**config.mk**
```make
export PLATFORM = sky130hd
export DESIGN_NAME = apb_rw_arbiter
export DESIGN_NICKNAME = d
export VERILOG_FILES = /design/src/rtl/apb_arb_pkg.sv /design/src/rtl/apb_arb_watchdog.sv /design/src/rtl/apb_rw_arbiter.sv
export SDC_FILE = /design/constraint.sdc
export NUM_CORES = 1
export LEC_CHECK = 0
export CORE_MARGIN = 2
export CORE_UTILIZATION = 50
export CTS_CLUSTER_DIAMETER = 30
export DETAILED_ROUTE_END_ITERATION = 6
export PLACE_DENSITY = 0.79
export SLEW_MARGIN = 40
export SYNTH_ARGS = -nofsm -noshare
export SYNTH_HDL_FRONTEND = slang
export SYNTH_HIERARCHICAL = 1
export SYNTH_SLANG_ARGS = --single-unit
export TNS_END_PERCENT = 50
```
**constraint.sdc**
```tcl
create_clock -name ACLK -period 3.3 [get_ports ACLK]
set_input_delay 0.495 -clock ACLK [delete_from_list [all_inputs] [get_ports ACLK]]
set_output_delay 0.495 -clock ACLK [all_outputs]
set_load 0.01 [all_outputs]
```
**src/rtl/apb_arb_pkg.sv**
```systemverilog
`default_nettype none
// ============================================================================
// Module      : apb_arb_pkg
// Description : Shared types and helpers for the APB read/write burst arbiter.
// Revision    : 1.0 - initial release
// ============================================================================
package apb_arb_pkg;

    typedef enum logic [1:0] {
        IDLE    = 2'd0,
        BURST   = 2'd1,
        RELEASE = 2'd2
    } arb_state_t;

    typedef enum logic {
        GRANT_WR = 1'b0,
        GRANT_RD = 1'b1
    } arb_grant_t;

    // Bits needed to hold 0..value-1, never less than one.
    function automatic int clog2(input int value);
        int w;
        w = 1;
        for (int i = 0; i < 31; i++) begin
            if ((1 << i) < value) begin
                w = i + 1;
            end
        end
        return w;
    endfunction

endpackage
`default_nettype wire

```
**src/rtl/apb_arb_watchdog.sv**
```systemverilog
`default_nettype none
// ============================================================================
// Module      : apb_arb_watchdog
// Description : Per-beat stall counter; flags expiry when a beat overruns.
// Revision    : 1.0 - initial release
// ============================================================================
module apb_arb_watchdog
    import apb_arb_pkg::*;
#(
    parameter int TIMEOUT = 256
) (
    input  logic clk,
    input  logic rst,
    input  logic i_clear,
    input  logic i_enable,
    output logic o_expire
);

    localparam int                 c_cnt_w = clog2(TIMEOUT);
    // Expiry fires on the edge that takes the count to TIMEOUT-1.
    localparam logic [c_cnt_w-1:0] c_limit = c_cnt_w'(TIMEOUT - 2);

    logic [c_cnt_w-1:0] r_cnt;

    always_ff @(posedge clk or posedge rst) begin
        if (rst) begin
            r_cnt <= '0;
        end else if (i_clear) begin
            r_cnt <= '0;
        end else if (i_enable) begin
            r_cnt <= r_cnt + 1'b1;
        end
    end

    assign o_expire = i_enable && !i_clear && (r_cnt == c_limit);

endmodule
`default_nettype wire

```
**src/rtl/apb_rw_arbiter.sv**
```systemverilog
`default_nettype none
// ============================================================================
// Module      : apb_rw_arbiter
// Description : Round-robin burst arbiter sharing one APB engine between the
//               AXI write and read paths, with a per-beat watchdog.
// Revision    : 1.0 - initial release
// ============================================================================
module apb_rw_arbiter
    import apb_arb_pkg::*;
#(
    parameter int LEN_W   = 8,
    parameter int TIMEOUT = 256
) (
    input  logic             ACLK,
    input  logic             RESET,
    input  logic             WR_REQ,
    input  logic [LEN_W-1:0] WR_LEN,
    input  logic             RD_REQ,
    input  logic [LEN_W-1:0] RD_LEN,
    input  logic             BEAT_DONE,
    output logic             GNT_WR,
    output logic             GNT_RD,
    output logic [LEN_W-1:0] BEATS_LEFT,
    output logic             LAST_BEAT,
    output logic             BURST_DONE,
    output logic             TIMEOUT_ERR
);

    arb_state_t       r_state,       w_state_nxt;
    arb_grant_t       r_last_grant,  w_last_grant_nxt;
    arb_grant_t       r_owner,       w_owner_nxt;
    logic             r_gnt_wr,      w_gnt_wr_nxt;
    logic             r_gnt_rd,      w_gnt_rd_nxt;
    logic [LEN_W-1:0] r_beats_left,  w_beats_left_nxt;
    logic             r_last_beat,   w_last_beat_nxt;
    logic             r_burst_done,  w_burst_done_nxt;
    logic             r_timeout_err, w_timeout_err_nxt;

    logic w_wr_wins;
    logic w_wd_clear;
    logic w_wd_enable;
    logic w_wd_expire;

    assign w_wd_enable = (r_state == BURST);
    assign w_wd_clear  = (r_state != BURST) || BEAT_DONE;

    apb_arb_watchdog #(
        .TIMEOUT (TIMEOUT)
    ) u_watchdog (
        .clk      (ACLK),
        .rst      (RESET),
        .i_clear  (w_wd_clear),
        .i_enable (w_wd_enable),
        .o_expire (w_wd_expire)
    );

    // Write wins when alone, or when contested and read was served last.
    assign w_wr_wins = WR_REQ && (!RD_REQ || (r_last_grant == GRANT_RD));

    always_ff @(posedge ACLK or posedge RESET) begin
        if (RESET) begin
            r_state       <= IDLE;
            r_last_grant  <= GRANT_RD;
            r_owner       <= GRANT_RD;
            r_gnt_wr      <= 1'b0;
            r_gnt_rd      <= 1'b0;
            r_beats_left  <= '0;
            r_last_beat   <= 1'b0;
            r_burst_done  <= 1'b0;
            r_timeout_err <= 1'b0;
        end else begin
            r_state       <= w_state_nxt;
            r_last_grant  <= w_last_grant_nxt;
            r_owner       <= w_owner_nxt;
            r_gnt_wr      <= w_gnt_wr_nxt;
            r_gnt_rd      <= w_gnt_rd_nxt;
            r_beats_left  <= w_beats_left_nxt;
            r_last_beat   <= w_last_beat_nxt;
            r_burst_done  <= w_burst_done_nxt;
            r_timeout_err <= w_timeout_err_nxt;
        end
    end

    always_comb begin
        w_state_nxt       = r_state;
        w_last_grant_nxt  = r_last_grant;
        w_owner_nxt       = r_owner;
        w_gnt_wr_nxt      = r_gnt_wr;
        w_gnt_rd_nxt      = r_gnt_rd;
        w_beats_left_nxt  = r_beats_left;
        w_last_beat_nxt   = r_last_beat;
        w_burst_done_nxt  = 1'b0;
        w_timeout_err_nxt = 1'b0;

        case (r_state)
            IDLE: begin
                if (WR_REQ || RD_REQ) begin
                    w_state_nxt = BURST;
                    if (w_wr_wins) begin
                        w_owner_nxt      = GRANT_WR;
                        w_gnt_wr_nxt     = 1'b1;
                        w_beats_left_nxt = WR_LEN;
                        w_last_beat_nxt  = (WR_LEN == '0);
                    end else begin
                        w_owner_nxt      = GRANT_RD;
                        w_gnt_rd_nxt     = 1'b1;
                        w_beats_left_nxt = RD_LEN;
                        w_last_beat_nxt  = (RD_LEN == '0);
                    end
                end
            end

            BURST: begin
                // A beat landing on the expiry cycle takes priority over the abort.
                if (BEAT_DONE) begin
                    if (r_beats_left == '0) begin
                        w_state_nxt      = RELEASE;
                        w_gnt_wr_nxt     = 1'b0;
                        w_gnt_rd_nxt     = 1'b0;
                        w_last_beat_nxt  = 1'b0;
                        w_burst_done_nxt = 1'b1;
                    end else begin
                        w_beats_left_nxt = r_beats_left - 1'b1;
                        w_last_beat_nxt  = (r_beats_left == LEN_W'(1));
                    end
                end else if (w_wd_expire) begin
                    w_state_nxt       = RELEASE;
                    w_gnt_wr_nxt      = 1'b0;
                    w_gnt_rd_nxt      = 1'b0;
                    w_beats_left_nxt  = '0;
                    w_last_beat_nxt   = 1'b0;
                    w_timeout_err_nxt = 1'b1;
                end
            end

            RELEASE: begin
                w_last_grant_nxt = r_owner;
                w_state_nxt      = IDLE;
            end

            default: begin
                w_state_nxt = IDLE;
            end
        endcase
    end

    assign GNT_WR      = r_gnt_wr;
    assign GNT_RD      = r_gnt_rd;
    assign BEATS_LEFT  = r_beats_left;
    assign LAST_BEAT   = r_last_beat;
    assign BURST_DONE  = r_burst_done;
    assign TIMEOUT_ERR = r_timeout_err;

endmodule
`default_nettype wire

```
==> impl_metrics.yaml <==
status:
  status: "finished clean"
die:
  die_h_um: 60.6
  chipWidth_um: 60.6
  core.rowCount: 20
  core_mm2: 0.00305
  initial_core_util_pct: 52.4
  ios: 34
  die-area_mm2: 0.00367
placement:
  gp_congestion: 0.947
  hpwl_um: 3370
  dp_cells: 253
  port_buffers: 33
  postPlaceCellArea_mm2: 0.00197
route:
  drt_iter0_markers: 95
  vias: 1504
  wirelength_um: 4240
  drt-vias-per-instance: 5.85
  drc: 0
  wl_per_cell_um: 16.5
  first_pass_iters: 4
  ant_nets: 0
clocking:
  clkTransAtPathRegs_ps: 150
  clock-sinks: 25
  cts_resized: 0
  clk_latency_ps: 330
  clock_tree.root_cell: "clkbuf_4"
  cts_tree: "built"
  postCtsHoldBufs: 0
  htree_levels: 1
  clock_path_buffers: 2
  post_cts_buffers: 0
  cts_buffers: 3
synthesis:
  seq_area_frac_synth_pct: 39.3
  synth_edf_count: 0
  ys_types: 51
  synth_area_per_cell_um2: 8.83
  ys.flop_type: "dfrtp_1"
  yosys_warnings: 6
  ys_ff_latch: 25
  synth_top_area_share_pct: 36.0
  async_reset_ff_share_pct: 100
  synth.area.top_cells: "dfrtp_1 (36%), ha_1 (3.9%), nand4_1 (3.9%)"
  netlist_area_mm2: 0.00160
  syn-num-nets: 207
  synthCells: 181
  synth_top_area_cell: "dfrtp_1"
power_and_ir_drop:
  total_power_mw: 1.51
  p_leak_nw: 0.821
  powerDensity_mw_per_mm2: 756
  ir_worst_vdd_uv: 445
setup_path:
  critPathArrivalTime_ps: 2880
  critical_path_class: "flip-flop to flip-flop"
  cp.required_ps: 3540
  critPathLaunch: "r_state[0]$_DFFE_PP0P_"
  cp-end-kind: "flip-flop"
  rr_worst_depth: 9
  rrSetupSlack_ps: 660
  critPathMaxFanout: 11
  r2r-end: "BEATS_LEFT[0]$_DFFE_PP0P_"
  timing.rr.start: "r_state[0]$_DFFE_PP0P_"
  critPathCapture: "BEATS_LEFT[0]$_DFFE_PP0P_"
  startpoint_type: "flip-flop"
finish:
  mostFrequentLayoutCell: "clkdlybuf4s50_1"
  fin_area_mm2: 0.00200
  syn_to_final_growth_pct: 24.8
  finalNonFillerCells: 257
  n_antenna_cell: 0
  fin_nets: 240
  final_cell_mix: "clkdlybuf4s50_1 (33), dfrtp_1 (23), nor2_1 (15), nand2_1 (14)"
  layout-drive-gt1-share_pct: 7.98
timing:
  fin_crit_ps: 2640
  fin_setup_tns_ps: 0
  report.final.slew_viol_count: 0
  setup_viol: 0
  finClkSkew_ps: 17.8
  holdWs_ps: 417
  max_slew_margin_pct: 52.1
  worst_slew_pin_slew_ps: 712
  finalCritPeriodShare_pct: 80.0
  final_hold_viol_count: 0
  fmax_mhz: 379
  rsz0062_at_grt: "no"
grt:
  grt_antenna_before_repair: 0
  grt_pass1_wl_um: 6940
  grt_pass1_vias: 1489
  grt_overflow_total: 0
  grt_usage_pct: 25.8
  grt_max_degree: 18
worst_hold_path:
  hold_class: "primary input to async pin"
flow_run:
  cap_violations: 0
[critical path: stages (launching register included)]
cell and delay, ps:
dfrtp_1 570, nand2b_1 120, inv_1 80, nand2b_1 190, nand4b_1 230, nor3_1 270, o21ai_0 190, a21oi_1 260
or2b_4 330, mux2_1 310
[where the power goes]
group,switching (mW),internal [mW]
registers,0.126,0.405
logic,0.459,0.377
clock network,0.0964,0.0455
total,0.682,0.827
[synth_stat cells, types with 3 or more instances]
| cell | count |
|---|---|
| clkbuf_1 | 6 |
| nor3_1 | 5 |
| a21oi_1 | 8 |
| inv_1 | 10 |
| nand2_1 | 14 |
| or3_1 | 4 |
| nand4_1 | 10 |
| and3_1 | 3 |
| xor2_1 | 3 |
| dfrtp_1 | 23 |
| a31oi_1 | 4 |
| o31ai_1 | 4 |
| nand2b_1 | 5 |
| nor2_1 | 15 |
| nor4_1 | 6 |
| ha_1 | 5 |
| nand3_1 | 3 |
| o21ai_0 | 7 |
| o211ai_1 | 3 |
| a211oi_1 | 4 |
[cell type report]
type | count | area [um2]
inverter | 10 | 37.5
clock buffer | 3 | 22.5
fill | 272 | 1060
multi-input combinational | 137 | 887
timing repair buffer | 37 | 360
clock inverter | 1 | 5.00
tap | 44 | 55.1
sequential | 25 | 628
[per-layer routing]
metal | track usage, % | share of wire [%] | wire, um | up-vias
met5 | 0 | 0 | 0 | -
met4 | 8.39 | 1.1 | 45 | 0
met3 | 4.05 | 7.2 | 305 | 6
met2 | 42.1 | 48 | 2020 | 79
met1 | 35.3 | 44 | 1880 | 683
li1 | - | - | - | 736
[through the flow]
stage                     worst slack [ps]  utilization [%]
after detailed placement               411             64.5
after floorplan                        838                -
after CTS                              704             65.4
after global placement                 544             64.5
final                                  659             65.4
after global routing                   416             65.4
[kinds of logic after synthesis]
group                      Yosys count  share of synthesized area (%)
AOI/OAI and AO/OA                   44                           18.2
xor gates and xnor gates             4                           2.19
adders and majority gates            5                           3.91
buffers and inverters               19                           5.24
DFF                                 25                           39.3
muxes                                3                           2.03
and+or+nand+nor                     81                           29.2
[worst min path at each step]
stage                  startpoint                         endpoint  slack [ps]  depth (start not counted)
2_1_floorplan               RESET  u_watchdog/r_cnt[0]$_DFFE_PP0P_         310                          1
3_3_place_gp   GNT_RD$_DFFE_PP0P_               GNT_RD$_DFFE_PP0P_         500                          2
3_5_place_dp   GNT_RD$_DFFE_PP0P_               GNT_RD$_DFFE_PP0P_         500                          2
4_1_cts                     RESET  u_watchdog/r_cnt[7]$_DFFE_PP0P_         430                          2
5_1_grt                     RESET  u_watchdog/r_cnt[7]$_DFFE_PP0P_         470                          2
6_report                    RESET  u_watchdog/r_cnt[7]$_DFFE_PP0P_         420                          2
[sequential cells by signal (all words and copies together) (netlist names)]
| register | flops |
|---|---|
| BEATS_LEFT | 8 |
| LAST_BEAT | 1 |
| GNT_WR | 1 |
| u_watchdog/r_cnt | 8 |
| TIMEOUT_ERR | 1 |
| r_last_grant | 1 |
| GNT_RD | 1 |
| BURST_DONE | 1 |
| r_owner | 1 |
| r_state | 2 |
Note: power is estimated with default switching activity, not from simulation.
